[config.mk]
export PLATFORM = sky130hd
export DESIGN_NAME = load_store_unit_flat
export DESIGN_NICKNAME = d
export VERILOG_FILES = /design/src/rtl/lsu_pkg.sv /design/src/rtl/lsu_if.sv /design/src/rtl/lsu_align.sv /design/src/rtl/load_store_unit.sv /design/src/flat_wrapper.sv
export SDC_FILE = /design/constraint.sdc
export NUM_CORES = 1
export LEC_CHECK = 0
export ABC_AREA = 1
export CELL_PAD_IN_SITES_DETAIL_PLACEMENT = 1
export CELL_PAD_IN_SITES_GLOBAL_PLACEMENT = 2
export CORE_MARGIN = 1
export CORE_UTILIZATION = 24
export DETAILED_ROUTE_END_ITERATION = 10
export PLACE_DENSITY = 0.8
export SLEW_MARGIN = 20
export SYNTH_ARGS = -nofsm -noshare
export SYNTH_HDL_FRONTEND = slang
export SYNTH_SLANG_ARGS = --single-unit
[constraint.sdc]
create_clock -name clk -period 4 [get_ports clk]
set_input_delay 0.8 -clock clk [delete_from_list [all_inputs] [get_ports clk]]
set_output_delay 0.8 -clock clk [all_outputs]
set_load 0.03 [all_outputs]
[src/rtl/lsu_pkg.sv]
// Shared definitions for the load/store unit: RV32I funct3 codes, FSM state
// encodings, byte-enable constants and small decode helpers.
package lsu_pkg;

  // Loads and stores share encodings for the byte/half/word widths.
  localparam logic [2:0] F3_LB  = 3'b000;
  localparam logic [2:0] F3_LH  = 3'b001;
  localparam logic [2:0] F3_LW  = 3'b010;
  localparam logic [2:0] F3_LBU = 3'b100;
  localparam logic [2:0] F3_LHU = 3'b101;
  localparam logic [2:0] F3_SB  = 3'b000;
  localparam logic [2:0] F3_SH  = 3'b001;
  localparam logic [2:0] F3_SW  = 3'b010;

  typedef enum logic [1:0] {
    IDLE = 2'd0,
    BUSY = 2'd1,
    DONE = 2'd2
  } lsu_state_e;

  localparam logic [3:0] BE_NONE    = 4'b0000;
  localparam logic [3:0] BE_BYTE0   = 4'b0001;
  localparam logic [3:0] BE_LO_HALF = 4'b0011;
  localparam logic [3:0] BE_HI_HALF = 4'b1100;
  localparam logic [3:0] BE_ALL     = 4'b1111;

  function automatic logic funct3_legal(input logic we, input logic [2:0] f3);
    if (we) return (f3 == F3_SB) || (f3 == F3_SH) || (f3 == F3_SW);
    return (f3 == F3_LB) || (f3 == F3_LH) || (f3 == F3_LW) ||
           (f3 == F3_LBU) || (f3 == F3_LHU);
  endfunction

  // Only meaningful for legal codes; store widths alias the load widths.
  function automatic logic addr_misaligned(input logic [2:0] f3, input logic [1:0] lo);
    case (f3)
      F3_LH, F3_LHU: return lo[0];
      F3_LW:         return lo != 2'b00;
      default:       return 1'b0;
    endcase
  endfunction

endpackage

[src/rtl/lsu_if.sv]
// Data-bus interface between the load/store unit (master) and memory (slave).
//   req   : request, held until ready is sampled high
//   we    : write strobe
//   addr  : word-aligned address
//   be    : byte enables
//   wdata : lane-replicated store data
//   rdata : read data, valid with ready
//   ready : access completes this cycle
interface lsu_if;
  logic        req;
  logic        we;
  logic [31:0] addr;
  logic [3:0]  be;
  logic [31:0] wdata;
  logic [31:0] rdata;
  logic        ready;

  modport master (output req, we, addr, be, wdata, input rdata, ready);
  modport slave  (input req, we, addr, be, wdata, output rdata, ready);
endinterface

[src/rtl/lsu_align.sv]
// Combinational lane logic for the load/store unit.
//   st_we/st_funct3/st_addr_lo/st_wdata : operation being accepted
//   be, wdata_lane                      : byte enables and replicated store data
//   ld_funct3/ld_addr_lo                : latched load width and byte offset
//   rdata                               : raw bus read word
//   rdata_ext                           : selected lane, sign/zero extended
module lsu_align
  import lsu_pkg::*;
(
  input  logic        st_we,
  input  logic [2:0]  st_funct3,
  input  logic [1:0]  st_addr_lo,
  input  logic [31:0] st_wdata,
  output logic [3:0]  be,
  output logic [31:0] wdata_lane,
  input  logic [2:0]  ld_funct3,
  input  logic [1:0]  ld_addr_lo,
  input  logic [31:0] rdata,
  output logic [31:0] rdata_ext
);

  logic [7:0]  byte_sel;
  logic [15:0] half_sel;

  always_comb begin
    be         = BE_ALL;
    wdata_lane = '0;
    if (st_we) begin
      case (st_funct3)
        F3_SB: begin
          be         = BE_BYTE0 << st_addr_lo;
          wdata_lane = {4{st_wdata[7:0]}};
        end
        F3_SH: begin
          be         = st_addr_lo[1] ? BE_HI_HALF : BE_LO_HALF;
          wdata_lane = {2{st_wdata[15:0]}};
        end
        default: begin
          be         = BE_ALL;
          wdata_lane = st_wdata;
        end
      endcase
    end
  end

  always_comb begin
    byte_sel = rdata[7:0];
    case (ld_addr_lo)
      2'd0:    byte_sel = rdata[7:0];
      2'd1:    byte_sel = rdata[15:8];
      2'd2:    byte_sel = rdata[23:16];
      default: byte_sel = rdata[31:24];
    endcase
    half_sel = ld_addr_lo[1] ? rdata[31:16] : rdata[15:0];

    case (ld_funct3)
      F3_LB:   rdata_ext = {{24{byte_sel[7]}}, byte_sel};
      F3_LH:   rdata_ext = {{16{half_sel[15]}}, half_sel};
      F3_LBU:  rdata_ext = {24'h0, byte_sel};
      F3_LHU:  rdata_ext = {16'h0, half_sel};
      default: rdata_ext = rdata;
    endcase
  end

endmodule

[src/rtl/load_store_unit.sv]
// Memory stage: one byte/half/word load or store per op over a ready-handshaked
// 32-bit bus. Faulting ops (illegal funct3, misaligned) complete without a bus
// access. Optional bus timeout under macro LSU_TIMEOUT_EN.
//
// state | meaning
// ------+-----------------------------------------------------------
// IDLE  | waiting for op_valid; result flags and op_rdata held at 0
// BUSY  | bus_req high, bus fields stable, waiting for bus_ready
// DONE  | op_done pulse with result flags, then back to IDLE
//
// Ports:
//   clk, rst                 : clock, async active-high reset
//   op_valid/we/funct3/addr/wdata : operation from the execute stage
//   op_stall                 : op_valid & ~op_done (combinational)
//   op_done/rdata/misalign/err : one-cycle completion and result
//   bus                      : lsu_if master port
module load_store_unit
  import lsu_pkg::*;
#(
  parameter int TIMEOUT_CYCLES = 16,
  parameter int CNT_W          = 5
) (
  input  logic        clk,
  input  logic        rst,
  input  logic        op_valid,
  input  logic        op_we,
  input  logic [2:0]  op_funct3,
  input  logic [31:0] op_addr,
  input  logic [31:0] op_wdata,
  output logic        op_stall,
  output logic        op_done,
  output logic [31:0] op_rdata,
  output logic        op_misalign,
  output logic        op_err,
  lsu_if.master       bus
);

  if (2 ** CNT_W <= TIMEOUT_CYCLES) begin : g_bad_cfg
    $error("CNT_W too narrow for TIMEOUT_CYCLES");
  end

  lsu_state_e  state_q, state_d;
  logic        req_q, req_d, we_q, we_d;
  logic [31:0] addr_q, addr_d, wdata_q, wdata_d;
  logic [3:0]  be_q, be_d;
  logic [2:0]  f3_q, f3_d;
  logic [1:0]  alo_q, alo_d;
  logic        done_q, done_d, mis_q, mis_d, err_q, err_d;
  logic [31:0] rdata_q, rdata_d;
  logic        bus_end;

  logic [3:0]  be_next;
  logic [31:0] wdata_next;
  logic [31:0] rdata_ext;

`ifdef LSU_TIMEOUT_EN
  localparam logic [CNT_W-1:0] TO_LAST = CNT_W'(TIMEOUT_CYCLES - 1);
  logic [CNT_W-1:0] cnt_q, cnt_d;
`endif

  lsu_align u_align (
    .st_we      (op_we),
    .st_funct3  (op_funct3),
    .st_addr_lo (op_addr[1:0]),
    .st_wdata   (op_wdata),
    .be         (be_next),
    .wdata_lane (wdata_next),
    .ld_funct3  (f3_q),
    .ld_addr_lo (alo_q),
    .rdata      (bus.rdata),
    .rdata_ext  (rdata_ext)
  );

  always_ff @(posedge clk or posedge rst) begin
    if (rst) begin
      state_q <= IDLE;
      req_q   <= 1'b0;
      we_q    <= 1'b0;
      addr_q  <= '0;
      be_q    <= BE_NONE;
      wdata_q <= '0;
      f3_q    <= '0;
      alo_q   <= '0;
      done_q  <= 1'b0;
      mis_q   <= 1'b0;
      err_q   <= 1'b0;
      rdata_q <= '0;
`ifdef LSU_TIMEOUT_EN
      cnt_q   <= '0;
`endif
    end else begin
      state_q <= state_d;
      req_q   <= req_d;
      we_q    <= we_d;
      addr_q  <= addr_d;
      be_q    <= be_d;
      wdata_q <= wdata_d;
      f3_q    <= f3_d;
      alo_q   <= alo_d;
      done_q  <= done_d;
      mis_q   <= mis_d;
      err_q   <= err_d;
      rdata_q <= rdata_d;
`ifdef LSU_TIMEOUT_EN
      cnt_q   <= cnt_d;
`endif
    end
  end

  always_comb begin
    state_d = state_q;
    req_d   = req_q;
    we_d    = we_q;
    addr_d  = addr_q;
    be_d    = be_q;
    wdata_d = wdata_q;
    f3_d    = f3_q;
    alo_d   = alo_q;
    done_d  = 1'b0;
    mis_d   = mis_q;
    err_d   = err_q;
    rdata_d = rdata_q;
    bus_end = 1'b0;
`ifdef LSU_TIMEOUT_EN
    cnt_d   = cnt_q;
`endif

    unique case (state_q)
      IDLE: begin
        rdata_d = '0;
        mis_d   = 1'b0;
        err_d   = 1'b0;
        if (op_valid) begin
          if (!funct3_legal(op_we, op_funct3)) begin
            err_d   = 1'b1;
            done_d  = 1'b1;
            state_d = DONE;
          end else if (addr_misaligned(op_funct3, op_addr[1:0])) begin
            mis_d   = 1'b1;
            done_d  = 1'b1;
            state_d = DONE;
          end else begin
            req_d   = 1'b1;
            we_d    = op_we;
            addr_d  = {op_addr[31:2], 2'b00};
            be_d    = be_next;
            wdata_d = wdata_next;
            f3_d    = op_funct3;
            alo_d   = op_addr[1:0];
`ifdef LSU_TIMEOUT_EN
            cnt_d   = '0;
`endif
            state_d = BUSY;
          end
        end
      end

      BUSY: begin
        // bus_ready takes priority over a coinciding timeout
        if (bus.ready) begin
          bus_end = 1'b1;
          rdata_d = we_q ? '0 : rdata_ext;
        end
`ifdef LSU_TIMEOUT_EN
        else if (cnt_q == TO_LAST) begin
          bus_end = 1'b1;
          err_d   = 1'b1;
          rdata_d = '0;
        end else begin
          cnt_d = cnt_q + CNT_W'(1);
        end
`endif
        if (bus_end) begin
          req_d   = 1'b0;
          we_d    = 1'b0;
          addr_d  = '0;
          be_d    = BE_NONE;
          wdata_d = '0;
          done_d  = 1'b1;
          state_d = DONE;
        end
      end

      DONE: begin
        rdata_d = '0;
        mis_d   = 1'b0;
        err_d   = 1'b0;
        state_d = IDLE;
      end

      default: state_d = IDLE;
    endcase
  end

  assign bus.req     = req_q;
  assign bus.we      = we_q;
  assign bus.addr    = addr_q;
  assign bus.be      = be_q;
  assign bus.wdata   = wdata_q;

  assign op_done     = done_q;
  assign op_rdata    = rdata_q;
  assign op_misalign = mis_q;
  assign op_err      = err_q;
  assign op_stall    = op_valid & ~done_q;

endmodule
[src/flat_wrapper.sv]
// flat-port wrapper written by rule: the top's interface ports become plain ports
module load_store_unit_flat import lsu_pkg::*;
#(
  parameter int TIMEOUT_CYCLES = 16,
  parameter int CNT_W          = 5
)
  (clk, rst, op_valid, op_we, op_funct3, op_addr, op_wdata, op_stall, op_done, op_rdata, op_misalign, op_err, bus_req, bus_we, bus_addr, bus_be, bus_wdata, bus_rdata, bus_ready);
  lsu_if bus_i ();
  input  logic clk;
  input  logic rst;
  input  logic op_valid;
  input  logic op_we;
  input  logic [2:0] op_funct3;
  input  logic [31:0] op_addr;
  input  logic [31:0] op_wdata;
  output logic op_stall;
  output logic op_done;
  output logic [31:0] op_rdata;
  output logic op_misalign;
  output logic op_err;
  output wire logic [$bits(bus_i.req)-1:0] bus_req;
  output wire logic [$bits(bus_i.we)-1:0] bus_we;
  output wire logic [$bits(bus_i.addr)-1:0] bus_addr;
  output wire logic [$bits(bus_i.be)-1:0] bus_be;
  output wire logic [$bits(bus_i.wdata)-1:0] bus_wdata;
  input wire logic [$bits(bus_i.rdata)-1:0] bus_rdata;
  input wire logic [$bits(bus_i.ready)-1:0] bus_ready;
  assign bus_req = bus_i.req;
  assign bus_we = bus_i.we;
  assign bus_addr = bus_i.addr;
  assign bus_be = bus_i.be;
  assign bus_wdata = bus_i.wdata;
  assign bus_i.rdata = bus_rdata;
  assign bus_i.ready = bus_ready;
  load_store_unit #(.TIMEOUT_CYCLES(TIMEOUT_CYCLES), .CNT_W(CNT_W)) u_core (.clk(clk), .rst(rst), .op_valid(op_valid), .op_we(op_we), .op_funct3(op_funct3), .op_addr(op_addr), .op_wdata(op_wdata), .op_stall(op_stall), .op_done(op_done), .op_rdata(op_rdata), .op_misalign(op_misalign), .op_err(op_err), .bus(bus_i));
endmodule
# After elaboration in Yosys (flattened, before gate mapping)
# Index checks and enable logic that the tools add are counted.
# classes
n_eq_ne	16
shifts	1
n_mux	63
bitwise	3
n_reduce_logical	18
# op_table
op	n
32-bit two-way mux	10
32-bit case mux with 2 select lines	4
32-bit case mux with 4 select lines	1
1-bit two-way mux	27
4-bit two-way mux	6
8-bit case mux with 3 select lines	1
16-bit two-way mux	1
4-bit case mux with 2 select lines	2
3-bit equality test, second input constant	4
1-bit case mux with 2 select lines	6
2-bit two-way mux	4
2-bit nonzero test	4
3-bit by 1-bit equality test with 1-bit output, second input constant	2
3-bit zero test	2
2-bit != test, second input constant	3
5-bit AND reduction	1
2-bit by 1-bit equality test with 1-bit output, second input constant	2
2-bit equality test, second input constant	2
2-bit zero test	2
1-bit logical OR	4
2-bit by 1-bit != test with 1-bit output, second input constant	2
2-bit case mux with 2 select lines	1
2-bit AND reduction	2
4-bit AND reduction	1
other kinds (5)	7
# word_totals
reg_bits	112
input_bits	104
wordCells	113

# Logic depth before layout (Yosys ltp)
# Gate-level depths: netlist (run 1).
# logic_depth
depth_word	15
ltp_mapped	11
mapped_depth_nobuf	8

# Modules after synthesis
# From an unflattened synthesis (run 1), not the netlist that was laid out.
# unflattened
cells_unflattened	752
hier_area_um2	5670.4
# by_module_without_submodules
module	n_inst	cells_each	area_per_inst_um2	seq_area_each_um2
load_store_unit	1	490	4453.0	2752.6
lsu_align	1	262	1217.4	0.0

# Worst setup path before layout (run 1)
# OpenSTA, ideal clock, no wires.
# synth_timing
path_type	input to output
startpoint	input op_valid
endpoint	output op_stall
arrival_time_ps	1296
setup_slack_ps	1904
path_stages	2
n_path_buf	0
cell_sequence	inv_1 nor2_1
# synth_between
elab_chain_cells	1
# synth_rtl
item	line	source
start, declared	flat_wrapper.sv:11	input logic op_valid;
1-bit bitwise AND	load_store_unit.sv:205	assign op_stall = op_valid & ~done_q;
end, declared	flat_wrapper.sv:16	output logic op_stall;
# Every way passes these cells.

# Final worst setup path (run 1)
# Same ends and word-level chain as after synthesis.

==> results.toml, run 1 <==
[outcome]
run_status = "finished, final reports clean"

[cts]
cts.sink_count = 110
clkSlewWorstSetupHoldPaths_ns = 0.07
cts.repair.resized = 0
cts_tree = "done"
cts-buffers-inserted = 9
clock_insertion_delay_worst_skew_ns = 0.36
cts-root-to-sink-buffers = 2
postCtsSetupBuffers = 0
h-tree-depth = 3
cts-hold-fix-buffers = 0
clk_root_buffer_cell = "sky130_fd_sc_hd__clkbuf_16"

[timing]
final.period_utilization_pct = 76.4
count_of_pins_over_their_slew_limit = 0
timing_worst_slew_pin_value_ns = 1.02
setup_viol = 0
achievable-frequency_ghz = 0.327
report.final.hold_viol_count = 0
finalSetupTns_ns = 0
rsz0062_at_grt = "false"
worst_slew_margin_rel_pct = 32.0
clock_period_minus_worst_slack_ns = 3.05
worst_clock_skew_ns = 0.00923

[hold_path]
min_delay_src = "u_core.bus.addr[26]$_DFFE_PP0P_"
hold_path_end = "u_core.bus.addr[26]$_DFFE_PP0P_"
hp-class = "reg -> reg"
min_path_cells = 2

[route]
drc = 0
count_of_antenna_violating_nets_left_after_detailed_routing = 0
drt-vias-per-instance = 4.45
routed_wirelength_mm = 19.0
routedWlPerCell_um = 16.0
detailroute.via_count = 5283
number_of_iterations_in_the_first_detailed_routing_pass = 4
initialDrtViolationCount = 206

[setup_path]
critical_path_class = "in -> out"
critPathSlowestCell = "sky130_fd_sc_hd__clkdlybuf4s50_1"
worst_ep_arrival_time_ns = 2.25
r2r_cells = 6
slack_of_the_worst_reg_to_reg_path_ns = 1.94
critPathRequiredTime_ns = 3.20
cpMostUsedCell = "sky130_fd_sc_hd__clkdlybuf4s50_1"
path_cells = "clkdlybuf4s50_1 > inv_1 > nor2_1 > clkdlybuf4s50_1"
cp-end-kind = "primary output"
timing.critical_path.from_type = "input port"
rr_endpoint = "u_core.op_rdata[30]$_DFFE_PP0P_"
critPathMaxStageDelay_ns = 0.70
critical_path_peak_fanout = 5
worstPathBufferInverterCount = 3
startpoint_of_the_most_critical_register_to_register_path = "u_core.alo_q[1]$_DFFE_PP0P_"
timing.critical_path.max_delay_family = "buffers and inverters"

[power]
seq_power_share_pct = 36.9
power.density_cell_area_mw_per_mm2 = 504
clock_power_share_pct = 22.2
design_power_total_mw = 4.02
cellLeakagePower_nw = 3.93
power.net_switching_mw = 1.61
intPower_mw = 2.42
vdd_drop_max_mv = 0.236
power.share.switching_pct = 39.9
pwr-share-comb_pct = 40.9

[placed_design]
dpl.cell_count = 1170
io_buffer_count = 207
dp.final_hpwl_mm = 13.7
globalplace.congestion = 0.787

[logic_synthesis]
synthArstFlopShare_pct = 100
post_synthesis_average_cell_area_um2 = 7.56
yosysTopAreaCellShare_pct = 51.1
number_of_flops_mapped_to_enable_cells_by_yosys = 0
part_of_the_yosys_area_used_for_sequential_elements_pct = 51.1
synth_seq_cells = 110
yosys_warnings = 0
netlist_top_cells_area = "sky130_fd_sc_hd__dfrtp_1, sky130_fd_sc_hd__nand2_1, sky130_fd_sc_hd__nand3_1"
yosysUniqueCellTypes = 28
synthesis.instances = 712
synth_flop_cell = "sky130_fd_sc_hd__dfrtp_1"
yosys.area.top_type = "sky130_fd_sc_hd__dfrtp_1"
synth.cell_area_mm2 = 0.00539

[floorplanning]
die_outline_area_mm2 = 0.0230
die_h_um = 152
placement_rows = 54
dieWidth_um = 152
effective_utilization_at_floorplan_pct = 24.6
i_o_pin_cnt = 210
coreArea_mm2 = 0.0219

[grt]
first_pass_grt_wire_length_mm = 29.3
maximum_number_of_pins_on_one_net_before_global_route_repair = 69
grt-ovfl-total = 0
grt_antenna_before_repair = 0
grtUsageTotal_pct = 16.8
grt_pass1_vias = 5278

[cells_and_area]
fin_util_pct = 36.5
final_layout_size_suffix_gt1_share_pct = 6.07
final_cells = 1186
mostFrequentLayoutCell = "sky130_fd_sc_hd__nand2_1"
layout.nets = 1005
antennaDiodeCount = 0
layout_common_cells = "sky130_fd_sc_hd__nand2_1, sky130_fd_sc_hd__clkdlybuf4s50_1, sky130_fd_sc_hd__dfrtp_1"
syn2layout_area_growth_pct = 48.2

[flow_run]
max_cap_violations = 0
==> sequential cells by signal, summed over array words and instances (netlist names) <==
name and cells:
u_core.state_q 2, u_core.bus.req 1, u_core.f3_q 3, u_core.bus.be 4, u_core.op_done 1, u_core.op_rdata 32, u_core.op_misalign 1, u_core.op_err 1
u_core.alo_q 2, u_core.bus.we 1, u_core.bus.wdata 32, u_core.bus.addr 30
==> per-stage QoR <==
step           hold WS, ns  instance area [um^2]  setup WS, ns
2_1_floorplan        0.452                  5390         0.298
3_3_place_gp         0.453                  7710         0.955
3_5_place_dp         0.459                  7710         0.952
4_1_cts              0.476                  7980         0.949
5_1_grt              0.492                  7980         0.921
6_report             0.473                  7980         0.945
==> area by class of cell <==
class	count	area [um^2]
Clock buffer	11	243
Clock inverter	5	33.8
Fill cell	2670	13900
Inverter	42	160
Multi-Input combinational cell	521	2260
Sequential cell	110	2750
Tap cell	280	350
Timing Repair Buffer	217	2180
==> power groups by stage <==
| stage | clock network [mW] | registers (mW) | logic [mW] |
|---|---|---|---|
| final | 0.893 | 1.49 | 1.65 |
| after global routing | 0.959 | 1.52 | 1.80 |
| after CTS | 0.923 | 1.49 | 1.68 |
| after detailed placement | 0 | 1.51 | 1.67 |
| after global placement | 0 | 1.51 | 1.66 |
| after floorplan | 0 | 1.87 | 0.568 |
==> per-layer routing <==
layer	track usage (%)	vias to the layer above	share of wire, %
met5	0	-	0
met4	5.84	0	1.8
met3	4.70	17	7.1
met2	27.1	141	46
met1	21.3	2519	45
li1	-	2606	-
==> worst max-delay path by stage <==
stage,start,end,slack (ns),cells after the start
final,op_valid,op_stall,0.95,4
after global routing,op_valid,op_stall,0.92,4
after CTS,op_valid,op_stall,0.95,4
after detailed placement,op_valid,op_stall,0.95,4
after global placement,op_valid,op_stall,0.96,4
after floorplan,rst,u_core.alo_q[0]$_DFFE_PP0P_,0.30,1
==> Yosys cell counts (6+ instances only) <==
| cell type | number |
|---|---|
| sky130_fd_sc_hd__buf_6 | 6 |
| sky130_fd_sc_hd__inv_1 | 38 |
| sky130_fd_sc_hd__nor2_1 | 32 |
| sky130_fd_sc_hd__a21oi_1 | 6 |
| sky130_fd_sc_hd__nand3_1 | 74 |
| sky130_fd_sc_hd__clkbuf_1 | 15 |
| sky130_fd_sc_hd__o21ai_0 | 34 |
| sky130_fd_sc_hd__buf_2 | 16 |
| sky130_fd_sc_hd__or2_2 | 14 |
| sky130_fd_sc_hd__o21bai_1 | 8 |
| sky130_fd_sc_hd__nor3_1 | 6 |
| sky130_fd_sc_hd__nand2_1 | 325 |
| sky130_fd_sc_hd__dfrtp_1 | 110 |
==> cells by family after synthesis <==
group | count (synthesis) | share of synthesized area, %
other | 1 | 0.0696
buffers and inverters | 82 | 7.06
AO/OA/AOI/OAI | 56 | 6.09
AND/OR/NAND/NOR | 463 | 35.7
flip-flops | 110 | 51.1
==> worst register-to-register path, stage by stage, from the launching register on <==
cell and delay [ns]:
sky130_fd_sc_hd__dfrtp_1 0.64, sky130_fd_sc_hd__buf_4 0.32, sky130_fd_sc_hd__nand3_1 0.14, sky130_fd_sc_hd__nand3_2 0.22, sky130_fd_sc_hd__nand3_2 0.35, sky130_fd_sc_hd__nand3_1 0.24, sky130_fd_sc_hd__nand2_1 0.07
(Power assumes the default switching activity.)
==> run 2: changes to the inputs <==
- CORE_UTILIZATION: 24 -> 21
- PLACE_DENSITY: 0.8 -> 0.75
- clock period: 4 -> 2.5 ns (I/O delays scaled with it)
==> results.toml, run 2 (synthesized netlist as in run 1, its figures left out) <==
[outcome]
run_status = "finished, final reports clean"

[setup_path]
timing.critical_path.from_type = "register"
worstPathBufferInverterCount = 1
critical_path_class = "reg -> out"
rr_endpoint = "u_core.op_rdata[30]$_DFFE_PP0P_"
r2r_cells = 8
critical_path.startpoint = "u_core.bus.we$_DFFE_PP0P_"
critPathMaxStageDelay_ns = 0.76
critPathSlowestCell = "sky130_fd_sc_hd__clkdlybuf4s50_1"
slack_of_the_worst_reg_to_reg_path_ns = 0.77
worst_ep_arrival_time_ns = 1.50
startpoint_of_the_most_critical_register_to_register_path = "u_core.alo_q[1]$_DFFE_PP0P_"
critical_path_peak_fanout = 3
timing.critical_path.max_delay_family = "buffers and inverters"
cp-end-kind = "primary output"
critPathRequiredTime_ns = 2.00
path_cells = "clkdlybuf4s50_1"

[timing]
final.period_utilization_pct = 79.9
count_of_pins_over_their_slew_limit = 0
clock_period_minus_worst_slack_ns = 2.00
final_worst_setup_slack_ns = 0.503
worst_slew_margin_rel_pct = 55.2
setup_viol = 0
worst_clock_skew_ns = 0.0101
achievable-frequency_ghz = 0.501
finalSetupTns_ns = 0
report.final.hold_viol_count = 0
rsz0062_at_grt = "false"
timing_worst_slew_pin_value_ns = 0.670

[cts]
cts.repair.resized = 0
cts-root-to-sink-buffers = 2
postCtsSetupBuffers = 0
cts.sink_count = 110
cts-hold-fix-buffers = 0
clock_insertion_delay_worst_skew_ns = 0.36
cts_tree = "done"
cts-buffers-inserted = 9
clkSlewWorstSetupHoldPaths_ns = 0.09
clk_root_buffer_cell = "sky130_fd_sc_hd__clkbuf_16"
h-tree-depth = 3

[hold_path]
min_delay_src = "u_core.bus.addr[30]$_DFFE_PP0P_"
hold_path_end = "u_core.bus.addr[30]$_DFFE_PP0P_"
hp-class = "reg -> reg"
min_path_cells = 2

[power]
power.density_cell_area_mw_per_mm2 = 799
power.share.switching_pct = 40.3
vdd_drop_max_mv = 0.324
seq_power_share_pct = 36.0
intPower_mw = 3.92
design_power_total_mw = 6.56
power.net_switching_mw = 2.64
pwr-share-comb_pct = 41.6
cellLeakagePower_nw = 4.00
clock_power_share_pct = 22.4

[route]
routed_wirelength_mm = 20.1
detailroute.via_count = 5317
count_of_antenna_violating_nets_left_after_detailed_routing = 0
drc = 0
initialDrtViolationCount = 231
drt-vias-per-instance = 4.26
routedWlPerCell_um = 16.1
number_of_iterations_in_the_first_detailed_routing_pass = 4

[grt]
maximum_number_of_pins_on_one_net_before_global_route_repair = 69
grt_pass1_vias = 5500
first_pass_grt_wire_length_mm = 31.9
grt-ovfl-total = 0
grtUsageTotal_pct = 15.7
grt_antenna_before_repair = 0

[cells_and_area]
mostFrequentLayoutCell = "sky130_fd_sc_hd__nand2_1"
layout_common_cells = "sky130_fd_sc_hd__nand2_1, sky130_fd_sc_hd__clkdlybuf4s50_1, sky130_fd_sc_hd__dfrtp_1"
fillCellCount = 3012
layout.nets = 1017
final_layout_size_suffix_gt1_share_pct = 7.52
finalInstanceArea_mm2 = 0.00821
antennaDiodeCount = 0
syn2layout_area_growth_pct = 52.5

[floorplanning]
coreArea_mm2 = 0.0252
placement_rows = 58
i_o_pin_cnt = 210
die_h_um = 162
dieWidth_um = 162
effective_utilization_at_floorplan_pct = 21.4
die_outline_area_mm2 = 0.0263

[placed_design]
io_buffer_count = 207
dpl-instance-area_mm2 = 0.00792
dp.final_hpwl_mm = 14.9
globalplace.congestion = 0.788
detailedPlace.worstSlack_ns = 0.250

[flow_run]
max_cap_violations = 0
==> run 2: how the worst max path moves through the flow <==
stage	endpoint	slack, ns	cells past startpoint
3_3_place_gp	u_core.bus.wdata[30]$_DFFE_PP0P_	0.27	8
5_1_grt	bus_we	0.44	1
3_5_place_dp	u_core.alo_q[0]$_DFFE_PP0P_	0.25	8
2_1_floorplan	u_core.alo_q[0]$_DFFE_PP0P_	0.67	1
4_1_cts	bus_we	0.47	1
6_report	bus_we	0.50	1
==> run 2: worst register-to-register path, delay by kind of cell, from the launching register on <==
family,cells,cell delay (ns)
flops,1,0.42
simple gates,6,0.87
buf+inv,2,0.34
==> run 2: routing by layer <==
metal  global-route usage (%)  share of wire [%]
met5                        0                  0
met4                     2.44               0.55
met3                     5.64                8.4
met2                     25.7                 47
met1                     20.1                 44
==> run 2: area by class of cell <==
type,count,area [um^2],share of cell area (%)
Tap cell,330,413,5.03
Timing Repair Buffer,229,2330,28.4
Clock buffer,9,225,2.74
Inverter,42,161,1.97
Sequential cell,110,2750,33.5
Clock inverter,7,65.1,0.792
Multi-Input combinational cell,521,2260,27.5
==> run 2: metrics by stage <==
stage          utilization, %  hold slack [ns]  std cells
3_3_place_gp             31.5            0.453       1232
4_1_cts                  32.6            0.482       1248
6_report                 32.6            0.475       1248
2_1_floorplan               -            0.452        713
5_1_grt                  32.6            0.500       1248
3_5_place_dp             31.5            0.459       1232
==> run 2: power groups by stage <==
stage	clock network [mW]	logic (mW)	registers [mW]
finish	1.47	2.73	2.36
global route	1.60	2.97	2.41
CTS	1.55	2.79	2.37
detailed placement	0	2.78	2.40
global placement	0	2.75	2.39
floorplan	0	0.910	3.00
==> run 3: changes to the inputs <==
- CORE_UTILIZATION: 21 -> 24
- PLACE_DENSITY: 0.75 -> 0.8
- clock period: 2.5 -> 1.9 ns (I/O delays scaled with it)
==> results.toml, run 3 (synthesized netlist as in run 1, its figures left out) <==
[outcome]
run_status = "finished, final reports clean"

[timing]
timing_worst_slew_pin_value_ns = 0.839
worst_clock_skew_ns = 0.0106
finalSetupTns_ns = 0
achievable-frequency_ghz = 0.543
count_of_pins_over_their_slew_limit = 0
rsz0062_at_grt = "false"
clock_period_minus_worst_slack_ns = 1.84
worst_slew_margin_rel_pct = 43.9
setup_viol = 0
final.period_utilization_pct = 96.9
final_worst_setup_slack_ns = 0.0583
report.final.hold_viol_count = 0

[cells_and_area]
fillCellCount = 2657
mostFrequentLayoutCell = "sky130_fd_sc_hd__nand2_1"
multiInputGateArea_mm2 = 0.00226
layout_common_cells = "sky130_fd_sc_hd__nand2_1, sky130_fd_sc_hd__clkdlybuf4s50_1, sky130_fd_sc_hd__dfrtp_1"
syn2layout_area_growth_pct = 54.2
antennaDiodeCount = 0
layout.nets = 1032
area.sequential_mm2 = 0.00275
final_layout_size_suffix_gt1_share_pct = 9.00
final_cells = 1213

[grt]
first_pass_grt_wire_length_mm = 30.3
grt-ovfl-total = 0
grt_antenna_before_repair = 0
maximum_number_of_pins_on_one_net_before_global_route_repair = 77
grtUsageTotal_pct = 17.3
grt_pass1_vias = 5541

[cts]
cts.sink_count = 110
clk_root_buffer_cell = "sky130_fd_sc_hd__clkbuf_16"
cts-buffers-inserted = 9
cts_tree = "done"
h-tree-depth = 3
clock_insertion_delay_worst_skew_ns = 0.36
cts-root-to-sink-buffers = 2
clkSlewWorstSetupHoldPaths_ns = 0.08

[route]
drt-vias-per-instance = 4.38
number_of_iterations_in_the_first_detailed_routing_pass = 4
detailroute.via_count = 5318
drc = 0
routed_wirelength_mm = 19.3
count_of_antenna_violating_nets_left_after_detailed_routing = 0
initialDrtViolationCount = 165
routedWlPerCell_um = 15.9

[floorplanning]
placement_rows = 54
effective_utilization_at_floorplan_pct = 24.6
die_h_um = 152
coreArea_mm2 = 0.0219
i_o_pin_cnt = 210
dieWidth_um = 152
die_outline_area_mm2 = 0.0230

[power]
pwr-share-comb_pct = 41.3
vdd_drop_max_mv = 0.545
power.density_cell_area_mw_per_mm2 = 1060
cellLeakagePower_nw = 4.11
power.net_switching_mw = 3.46
intPower_mw = 5.31
power.share.switching_pct = 39.4
clock_power_share_pct = 23.1
seq_power_share_pct = 35.6

[setup_path]
worst_ep_arrival_time_ns = 1.46
timing.critical_path.max_delay_family = "buffers and inverters"
worstPathBufferInverterCount = 1
critPathRequiredTime_ns = 1.52
cp-end-kind = "primary output"
critPathMaxStageDelay_ns = 0.74
timing.critical_path.from_type = "register"
critical_path_class = "reg -> out"
path_cells = "clkdlybuf4s50_1"
critPathSlowestCell = "sky130_fd_sc_hd__clkdlybuf4s50_1"
critical_path_peak_fanout = 2

[placed_design]
dpl.cell_count = 1197
globalplace.congestion = 0.780
dp.final_hpwl_mm = 14.4
io_buffer_count = 207
detailedPlace.worstSlack_ns = -0.209

[hold_path]
hp-class = "reg -> reg"

[flow_run]
max_cap_violations = 0
## run 3: changes by cell type in the layout (fill, tap and decap cells not counted), sizes merged
cell           previous run  this run
dlymetal6s2s              0         1
buf                      23        38
bufinv                    0         1
clkinvlp                  4         3
clkinv                    0         1
inv                      45        44
clkdlybuf4s50           206       205
## run 3: repair_timing
| item | 4_1_cts | 5_1_grt |
|---|---|---|
| setup endpoints to repair | 0 | 1 |
| gates resized for setup | 0 | 1 |
| hold buffers | 0 | 0 |
| setup buffers | 0 | 0 |
## run 3: path summary, 6_finish.rpt
check / start / endpoint / slack [ns] / cells after the start
worst max-delay path: u_core.bus.wdata[8]$_DFFE_PP0P_ / bus_wdata[8] / 0.06 / 1
worst min-delay path: u_core.bus.addr[16]$_DFFE_PP0P_ / u_core.bus.addr[16]$_DFFE_PP0P_ / 0.47 / 2
worst max register to register: u_core.f3_q[0]$_DFFE_PP0P_ / u_core.op_rdata[2]$_DFFE_PP0P_ / 0.19 / 5
worst min register to register: u_core.bus.addr[16]$_DFFE_PP0P_ / u_core.bus.addr[16]$_DFFE_PP0P_ / 0.47 / 2
max in group asynchronous: rst / u_core.bus.addr[10]$_DFFE_PP0P_ / 1.03 / 3
min in group asynchronous: rst / u_core.bus.addr[3]$_DFFE_PP0P_ / 0.49 / 3
## run 3: per-stage QoR
stage	hold slack, ns	total power, mW	util [%]	cell area (um^2)
floorplan	0.452	5.14	-	5390
detailed placement	0.460	6.84	36.5	8000
global placement	0.454	6.80	36.5	8000
global route	0.496	9.31	37.9	8300
finish	0.471	8.76	37.9	8300
CTS	0.476	8.89	37.9	8300
## run 3: metal layers
layer	up-vias	GRT usage (%)	part of all wire, %
met5	-	0	0
met4	0	5.79	1.7
met3	18	5.54	8.1
met2	147	28.1	47
met1	2503	21.5	43
li1	2650	-	-
## run 3: final cells by class
class                   count  area share (%)
flip-flops and latches    110            33.2
repair buffers            244            29.8
multi-input cells         521            27.2
well taps                 280            4.22
clock buffers               9            2.71
inverters                  42            1.94
clock inverters             7           0.950
## run 3: power by group through the flow
stage | Clock (mW) | Sequential (mW) | Combinational [mW]
final | 2.03 | 3.12 | 3.62
after global routing | 2.16 | 3.19 | 3.96
after CTS | 2.08 | 3.13 | 3.69
after detailed placement | 0 | 3.16 | 3.67
after global placement | 0 | 3.16 | 3.64
after floorplan | 0 | 3.94 | 1.20
